File: src/rtl/fc_psum_acc_if.sv
//==============================================================================
// Module      : fc_psum_acc_if
// Description : PE psum stream and output-buffer read/write port bundle
//               for the FC partial-sum accumulator.
// Revision    : 1.0 - initial release
//==============================================================================
`timescale 1ns/1ps
`default_nettype none

interface fc_psum_acc_if #(
  parameter int LANES  = 4,
  parameter int DW_IN  = 16,
  parameter int ACC_W  = 32,
  parameter int ADDR_W = 12
);
  logic                     i_PE_Valid;
  logic [LANES*DW_IN-1:0]   i_PE_Psum;
  logic                     o_PE_Ready;
  logic                     o_OB_REn;
  logic [ADDR_W-1:0]        o_OB_RAddr;
  logic [LANES*ACC_W-1:0]   i_OB_RData;
  logic                     o_OB_WEn;
  logic [ADDR_W-1:0]        o_OB_WAddr;
  logic [LANES*ACC_W-1:0]   o_OB_WData;

  // slave: accumulator side; master: PE array / output buffer side
  modport slave (
    input  i_PE_Valid, i_PE_Psum, i_OB_RData,
    output o_PE_Ready, o_OB_REn, o_OB_RAddr, o_OB_WEn, o_OB_WAddr, o_OB_WData
  );
  modport master (
    output i_PE_Valid, i_PE_Psum, i_OB_RData,
    input  o_PE_Ready, o_OB_REn, o_OB_RAddr, o_OB_WEn, o_OB_WAddr, o_OB_WData
  );
endinterface

`default_nettype wire

File: src/rtl/fc_psum_acc.sv
//==============================================================================
// Module      : fc_psum_acc
// Description : Accumulates PE partial sums per output piece, merges the OB
//               partial on later tilings, writes raw or requantized results.
// Revision    : 1.0 - initial release
//==============================================================================
`timescale 1ns/1ps
`default_nettype none

module fc_psum_acc #(
  parameter int LANES  = 4,
  parameter int DW_IN  = 16,
  parameter int ACC_W  = 32,
  parameter int OUT_W  = 8,
  parameter int ADDR_W = 12
) (
  input  wire logic              i_clk,
  input  wire logic              i_rst_n,
  input  wire logic              i_AccStart,
  input  wire logic [ADDR_W-1:0] i_StartAdder,
  input  wire logic [7:0]        i_Input_PieceNum,
  input  wire logic [7:0]        i_Out_PieceNum,
  input  wire logic              i_bFirstTiling,
  input  wire logic              i_bLastTiling,
  input  wire logic [4:0]        i_Shift,
  input  wire logic              i_bRelu,
  fc_psum_acc_if.slave           bus,
  output logic                   o_AccDone
);

  typedef enum logic [2:0] {
    S_IDLE  = 3'd0,
    S_ACC   = 3'd1,
    S_MRD   = 3'd2,
    S_MWAIT = 3'd3,
    S_WR    = 3'd4,
    S_DONE  = 3'd5
  } state_t;

  localparam logic signed [ACC_W:0] c_satMax = (ACC_W+1)'((1 << (OUT_W-1)) - 1);
  localparam logic signed [ACC_W:0] c_satMin = -c_satMax - 1;

  state_t                        r_state;
  state_t                        w_nextState;
  logic [ADDR_W-1:0]             r_base;
  logic [7:0]                    r_inNum;
  logic [7:0]                    r_outNum;
  logic                          r_first;
  logic                          r_last;
  logic [4:0]                    r_shift;
  logic                          r_relu;
  logic [7:0]                    r_inCnt;
  logic [7:0]                    r_outCnt;
  logic [LANES-1:0][ACC_W-1:0]   r_acc;
  logic                          w_lastBeat;
  logic                          w_lastPiece;
  logic                          w_cfgZero;
  logic                          w_beat;
  logic [ADDR_W-1:0]             w_addr;
  logic [LANES*ACC_W-1:0]        w_wdata;

  assign w_lastBeat  = ({1'b0, r_inCnt} + 9'd1) == {1'b0, r_inNum};
  assign w_lastPiece = ({1'b0, r_outCnt} + 9'd1) == {1'b0, r_outNum};
  assign w_cfgZero   = (i_Input_PieceNum == 8'd0) || (i_Out_PieceNum == 8'd0);
  assign w_beat      = (r_state == S_ACC) && bus.i_PE_Valid;
  assign w_addr      = r_base + ADDR_W'(r_outCnt);

  always_ff @(posedge i_clk or negedge i_rst_n) begin
    if (!i_rst_n) r_state <= S_IDLE;
    else          r_state <= w_nextState;
  end

  always_comb begin
    w_nextState = r_state;
    case (r_state)
      S_IDLE:  w_nextState = S_IDLE;
      S_ACC:   if (w_beat && w_lastBeat) w_nextState = r_first ? S_WR : S_MRD;
      S_MRD:   w_nextState = S_MWAIT;
      S_MWAIT: w_nextState = S_WR;
      S_WR:    w_nextState = w_lastPiece ? S_DONE : S_ACC;
      S_DONE:  w_nextState = S_IDLE;
      default: w_nextState = S_IDLE;
    endcase
    // A start in any state (re)launches a pass; an empty pass finishes at once
    if (i_AccStart) w_nextState = w_cfgZero ? S_DONE : S_ACC;
  end

  always_ff @(posedge i_clk or negedge i_rst_n) begin
    if (!i_rst_n) begin
      r_base   <= '0;
      r_inNum  <= '0;
      r_outNum <= '0;
      r_first  <= 1'b0;
      r_last   <= 1'b0;
      r_shift  <= '0;
      r_relu   <= 1'b0;
      r_inCnt  <= '0;
      r_outCnt <= '0;
      r_acc    <= '0;
    end else if (i_AccStart) begin
      r_base   <= i_StartAdder;
      r_inNum  <= i_Input_PieceNum;
      r_outNum <= i_Out_PieceNum;
      r_first  <= i_bFirstTiling;
      r_last   <= i_bLastTiling;
      r_shift  <= i_Shift;
      r_relu   <= i_bRelu;
      r_inCnt  <= '0;
      r_outCnt <= '0;
    end else begin
      if (w_beat) begin
        r_inCnt <= w_lastBeat ? 8'd0 : r_inCnt + 8'd1;
        for (int i = 0; i < LANES; i++) begin
          r_acc[i] <= ((r_inCnt == 8'd0) ? '0 : r_acc[i]) +
                      {{(ACC_W-DW_IN){bus.i_PE_Psum[i*DW_IN+DW_IN-1]}},
                       bus.i_PE_Psum[i*DW_IN +: DW_IN]};
        end
      end
      if (r_state == S_MWAIT) begin
        for (int i = 0; i < LANES; i++) begin
          r_acc[i] <= r_acc[i] + bus.i_OB_RData[i*ACC_W +: ACC_W];
        end
      end
      if (r_state == S_WR && !w_lastPiece) r_outCnt <= r_outCnt + 8'd1;
    end
  end

  // Per-lane round-half-up shift, optional ReLU, saturation to OUT_W
  for (genvar g = 0; g < LANES; g++) begin : g_lane
    logic signed [ACC_W:0]   w_rnd;
    logic signed [ACC_W:0]   w_sum;
    logic signed [ACC_W:0]   w_shr;
    logic signed [OUT_W-1:0] w_sat;

    always_comb begin
      w_rnd = '0;
      if (r_shift != 5'd0) w_rnd = {{ACC_W{1'b0}}, 1'b1} << (r_shift - 5'd1);
      w_sum = $signed({r_acc[g][ACC_W-1], r_acc[g]}) + w_rnd;
      w_shr = w_sum >>> r_shift;
      if (r_relu && w_shr[ACC_W]) w_shr = '0;
      if (w_shr > c_satMax)      w_sat = c_satMax[OUT_W-1:0];
      else if (w_shr < c_satMin) w_sat = c_satMin[OUT_W-1:0];
      else                       w_sat = w_shr[OUT_W-1:0];
    end

    assign w_wdata[g*ACC_W +: ACC_W] = r_last ?
        {{(ACC_W-OUT_W){w_sat[OUT_W-1]}}, w_sat} : r_acc[g];
  end

  assign bus.o_PE_Ready = (r_state == S_ACC);
  assign bus.o_OB_REn   = (r_state == S_MRD);
  assign bus.o_OB_RAddr = (r_state == S_MRD) ? w_addr : '0;
  assign bus.o_OB_WEn   = (r_state == S_WR);
  assign bus.o_OB_WAddr = (r_state == S_WR) ? w_addr : '0;
  assign bus.o_OB_WData = (r_state == S_WR) ? w_wdata : '0;
  assign o_AccDone      = (r_state == S_DONE);

endmodule

`default_nettype wire
File: src/flat_wrapper.sv
// flat-port wrapper written by rule: the top's interface ports become plain ports
module fc_psum_acc_flat 
#(
  parameter int LANES  = 4,
  parameter int DW_IN  = 16,
  parameter int ACC_W  = 32,
  parameter int OUT_W  = 8,
  parameter int ADDR_W = 12
)
  (i_clk, i_rst_n, i_AccStart, i_StartAdder, i_Input_PieceNum, i_Out_PieceNum, i_bFirstTiling, i_bLastTiling, i_Shift, i_bRelu, o_AccDone, bus_i_PE_Valid, bus_i_PE_Psum, bus_i_OB_RData, bus_o_PE_Ready, bus_o_OB_REn, bus_o_OB_RAddr, bus_o_OB_WEn, bus_o_OB_WAddr, bus_o_OB_WData);
  fc_psum_acc_if #(.LANES(LANES), .DW_IN(DW_IN), .ACC_W(ACC_W), .ADDR_W(ADDR_W)) bus_i ();
  input  wire logic i_clk;
  input  wire logic i_rst_n;
  input  wire logic i_AccStart;
  input  wire logic [ADDR_W-1:0] i_StartAdder;
  input  wire logic [7:0] i_Input_PieceNum;
  input  wire logic [7:0] i_Out_PieceNum;
  input  wire logic i_bFirstTiling;
  input  wire logic i_bLastTiling;
  input  wire logic [4:0] i_Shift;
  input  wire logic i_bRelu;
  output logic o_AccDone;
  input wire logic [$bits(bus_i.i_PE_Valid)-1:0] bus_i_PE_Valid;
  input wire logic [$bits(bus_i.i_PE_Psum)-1:0] bus_i_PE_Psum;
  input wire logic [$bits(bus_i.i_OB_RData)-1:0] bus_i_OB_RData;
  output wire logic [$bits(bus_i.o_PE_Ready)-1:0] bus_o_PE_Ready;
  output wire logic [$bits(bus_i.o_OB_REn)-1:0] bus_o_OB_REn;
  output wire logic [$bits(bus_i.o_OB_RAddr)-1:0] bus_o_OB_RAddr;
  output wire logic [$bits(bus_i.o_OB_WEn)-1:0] bus_o_OB_WEn;
  output wire logic [$bits(bus_i.o_OB_WAddr)-1:0] bus_o_OB_WAddr;
  output wire logic [$bits(bus_i.o_OB_WData)-1:0] bus_o_OB_WData;
  assign bus_i.i_PE_Valid = bus_i_PE_Valid;
  assign bus_i.i_PE_Psum = bus_i_PE_Psum;
  assign bus_i.i_OB_RData = bus_i_OB_RData;
  assign bus_o_PE_Ready = bus_i.o_PE_Ready;
  assign bus_o_OB_REn = bus_i.o_OB_REn;
  assign bus_o_OB_RAddr = bus_i.o_OB_RAddr;
  assign bus_o_OB_WEn = bus_i.o_OB_WEn;
  assign bus_o_OB_WAddr = bus_i.o_OB_WAddr;
  assign bus_o_OB_WData = bus_i.o_OB_WData;
  fc_psum_acc #(.LANES(LANES), .DW_IN(DW_IN), .ACC_W(ACC_W), .OUT_W(OUT_W), .ADDR_W(ADDR_W)) u_core (.i_clk(i_clk), .i_rst_n(i_rst_n), .i_AccStart(i_AccStart), .i_StartAdder(i_StartAdder), .i_Input_PieceNum(i_Input_PieceNum), .i_Out_PieceNum(i_Out_PieceNum), .i_bFirstTiling(i_bFirstTiling), .i_bLastTiling(i_bLastTiling), .i_Shift(i_Shift), .i_bRelu(i_bRelu), .bus(bus_i), .o_AccDone(o_AccDone));
endmodule
File: config.mk
export PLATFORM = sky130hd
export DESIGN_NAME = fc_psum_acc_flat
export DESIGN_NICKNAME = d
export VERILOG_FILES = /design/src/rtl/fc_psum_acc_if.sv /design/src/rtl/fc_psum_acc.sv /design/src/flat_wrapper.sv
export SDC_FILE = /design/constraint.sdc
export NUM_CORES = 2
export LEC_CHECK = 0
export CAP_MARGIN = 15
export CELL_PAD_IN_SITES_DETAIL_PLACEMENT = 1
export CELL_PAD_IN_SITES_GLOBAL_PLACEMENT = 2
export CORE_ASPECT_RATIO = 0.6
export CORE_MARGIN = 1.5
export CORE_UTILIZATION = 35
export CTS_BUF_LIST = sky130_fd_sc_hd__clkbuf_4 sky130_fd_sc_hd__clkbuf_8
export DETAILED_ROUTE_END_ITERATION = 10
export PLACE_DENSITY_LB_ADDON = 0.1
export SLEW_MARGIN = 40
export SYNTH_ARGS = -nofsm -noshare
export SYNTH_HDL_FRONTEND = slang
export SYNTH_SLANG_ARGS = --single-unit
File: constraint.sdc
create_clock -name i_clk -period 15.1 [get_ports i_clk]
set_clock_uncertainty 0.15 [all_clocks]
set_input_delay 3.02 -clock i_clk [delete_from_list [all_inputs] [get_ports i_clk]]
set_output_delay 3.02 -clock i_clk [all_outputs]
set_load 0.01 [all_outputs]
==> results.toml <==
[run_status]
status = "completed"

[place]
gp_congestion = 1.04
post-dp-hpwl_um = 191000
port-buffer-count = 387
place_inst = 7912
dp_slack_ns = 3.60
place_area_um2 = 48400

[logic_synthesis]
synth_area_leaders = "dfrtp_1, ha_1, nor2_1"
synth_fa_ha_area_share_pct = 10.5
ys_ff_latch = 183
synth-xor-area-share_pct = 7.11
yosys.area.top_type = "dfrtp_1"
yosys_warnings = 0
synth_edf_count = 0
synth_area_um2 = 43000
synth-main-ff-cell = "dfrtp_1"
synth-compound-area-share_pct = 32.3
synth-async-reset-ratio_pct = 100
synth_top_family_by_area = "compound AO/OA/AOI/OAI gates"
yosysSeqAreaShare_pct = 10.7
syn_area_per_cell_um2 = 6.94
syn_inst = 6189
yosysTopAreaCellShare_pct = 10.7
ys_types = 129
synthSimpleGateAreaFrac_pct = 28.8
synth_mux_area_share_pct = 5.69

[timing]
whs_ns = 0.379
max_freq_mhz = 79.9
timing.slew.headroom_pct = 35.9
setup_viol = 0
setup-tns-final_ns = 0
drv_slew = 0
setup_ws_ns = 2.58
rsz0062_at_grt = "false"
post-route-period-util_pct = 82.9
worst_slew_pin_slew_ns = 0.952
hold_viol = 0
finalCriticalPeriod_ns = 12.52

[setup_path]
start_kind = "flop"
path_class = "flop to primary output"
cp-end-kind = "primary output"
cp.required_ns = 11.93
crit_arrival_ns = 9.35
path_max_fanout = 45

[global_route]
grt_first_pass_wirelength_um = 349000
grt_pass1_vias = 50205
grt_usage_pct = 37.2
grt_max_degree = 137
antenna_found_initial = 15
grt-ovfl-total = 0

[floorplan]
initial_utilization_pct = 35.3
pin_count = 388
die-area_um2 = 125000
core-area_um2 = 122000
rows = 99
die_w_um = 455
fp.dieH_um = 274

[power]
total_power_mw = 8.12
leakagePower_nw = 20.0
net-switching-power_mw = 4.92
ir_drop_mv = 0.0664
p_sw_share_pct = 60.6
internal-power_mw = 3.19
share_seq_of_total_power_pct = 16.8
p_comb_share_pct = 78.1
p_per_area_nw_per_um2 = 166
power_frac_clock_pct = 5.2

[finish]
areaGrowthSynthToFinish_pct = 13.7
layout.nets = 6900
final-seq-area_um2 = 4600
drive_gt1_share_pct = 6.67
fin_cells = 7955
fin_util_pct = 40.2
design_area_um2 = 48900
nFillCells = 15250
multi_input_area_um2 = 36500

[hold_path]
min_path_type = "flop to flop"

[routing]
vias_per_cell = 6.49
drc = 0
drtAntennaViolNets = 0
drtIter0Drc = 5728
routedWlPerCell_um = 30.0
num_vias = 51645
totalWireLength_um = 238000
firstDrtPassIters = 6

[clock_network]
clk_path_buf_depth = 2
root_buffer = "clkbuf_8"
clock-sinks = 183
cts_tree = "done"
cts_buffers = 17
htree_levels = 4
clkTransAtPathRegs_ns = 0.17
clkLatencyLatePin_ns = 0.65
cts_setup_buffers = 0
postCtsHoldBufs = 0
post_cts_resized = 0

[run]
drv_cap = 0
cell type report:
class / count / area share, %
diodes: 10 / 0.0512
clock buffers: 17 / 0.479
clock inverters: 15 / 0.382
inverters: 138 / 1.08
multi-input cells: 5469 / 74.6
flip-flops and latches: 183 / 9.42
well taps: 1616 / 4.14
repair buffers: 507 / 9.84
registers in the layout (all words and copies together), names as in the netlist, 3 cells and up:
name             cells
u_core.r_inCnt       8
u_core.r_base       12
u_core.r_outCnt      8
u_core.r_outNum      8
u_core.r_state       3
u_core.r_inNum       8
u_core.r_shift       5
u_core.r_acc       128
Yosys cell counts (all sizes together), types with 62 or more instances:
master and instances:
inv 135, mux2i 91, o21ai 457, o21a 71, o211ai 109, a21o 118
nand2 614, buf 101, nand2b 70, ha 343, a211oi 109, clkbuf 301
a31oi 107, nor2 722, and3 89, xnor2 230, a21oi 410, and2 174
nand3 223, mux2 74, or3 91, nor2b 65, xor2 117, dfrtp 183
nor3 236, o31ai 62
logic make-up after synthesis:
logic type / after synthesis
AOI/OAI and AO/OA: 2028
xor gates and xnor gates: 347
adders and majority gates: 357
buffers and inverters: 540
DFF: 183
muxes: 196
other: 1
and+or+nand+nor: 2537
final timing paths:
check	startpoint	endpoint	slack, ns	depth (start not counted)
worst min register to register	u_core.r_base[2]	u_core.r_base[2]	0.38	1
max in group asynchronous	i_rst_n	u_core.r_shift[2]	11.16	2
worst max-delay path	u_core.r_shift[2]	bus_o_OB_WData[68]	2.58	21
min in group asynchronous	i_rst_n	u_core.r_acc[21]	2.20	1
worst min-delay path	u_core.r_base[2]	u_core.r_base[2]	0.38	1
worst max register to register	u_core.r_inCnt[4]	u_core.r_acc[126]	7.87	23
routing by layer:
layer,part of all wire (%),vias to the layer above,GRT usage [%]
met5,0.0055,-,0
met4,3.0,2,10.8
met3,9.7,280,8.75
met2,41,2146,54.4
met1,46,25737,53.5
li1,-,23480,-
power groups by stage:
stage	combinational (mW)	sequential [mW]	clock, mW
floorplan	4.51	0.834	0
global placement	6.06	1.36	0
detailed placement	6.14	1.35	0
CTS	6.18	1.34	0.432
global route	6.89	1.35	0.444
finish	6.34	1.36	0.418
cells in the final DEF (no fill, tap or decap), drive strengths merged, types with 42 or more instances in the layout:
master	count
a31oi	107
nand2	614
inv	147
buf	126
or3	91
dfrtp	183
nand3	223
xor2	117
o21ai	457
clkdlybuf4s50	381
o31ai	62
nor4	42
xnor2	230
a21oi	410
o211ai	109
mux2	74
o21a	71
mux2i	91
nor2b	65
nor2	722
and3	89
ha	343
nand2b	70
nor3	236
nand4	45
and2	174
a211o	44
a21o	118
a211oi	109
critical path, cell delays in order, from the launching register on:
cell             delay [ns]
dfrtp_4                0.73
buf_4                  0.47
buf_4                  0.57
nand4b_1               0.25
buf_4                  0.33
nor2_2                 0.58
buf_4                  0.31
nand2_1                0.08
o211ai_1               0.56
and2_1                 0.31
nand3_1                0.21
and2_1                 0.26
o311ai_1               0.71
o22ai_1                0.43
o211ai_1               0.28
nand3_1                0.12
a2111oi_0              0.48
nand4_1                0.24
or4_1                  0.51
o21ai_1                0.38
a221o_1                0.25
clkdlybuf4s50_1        0.53
Power figures use the tool's default switching activity.
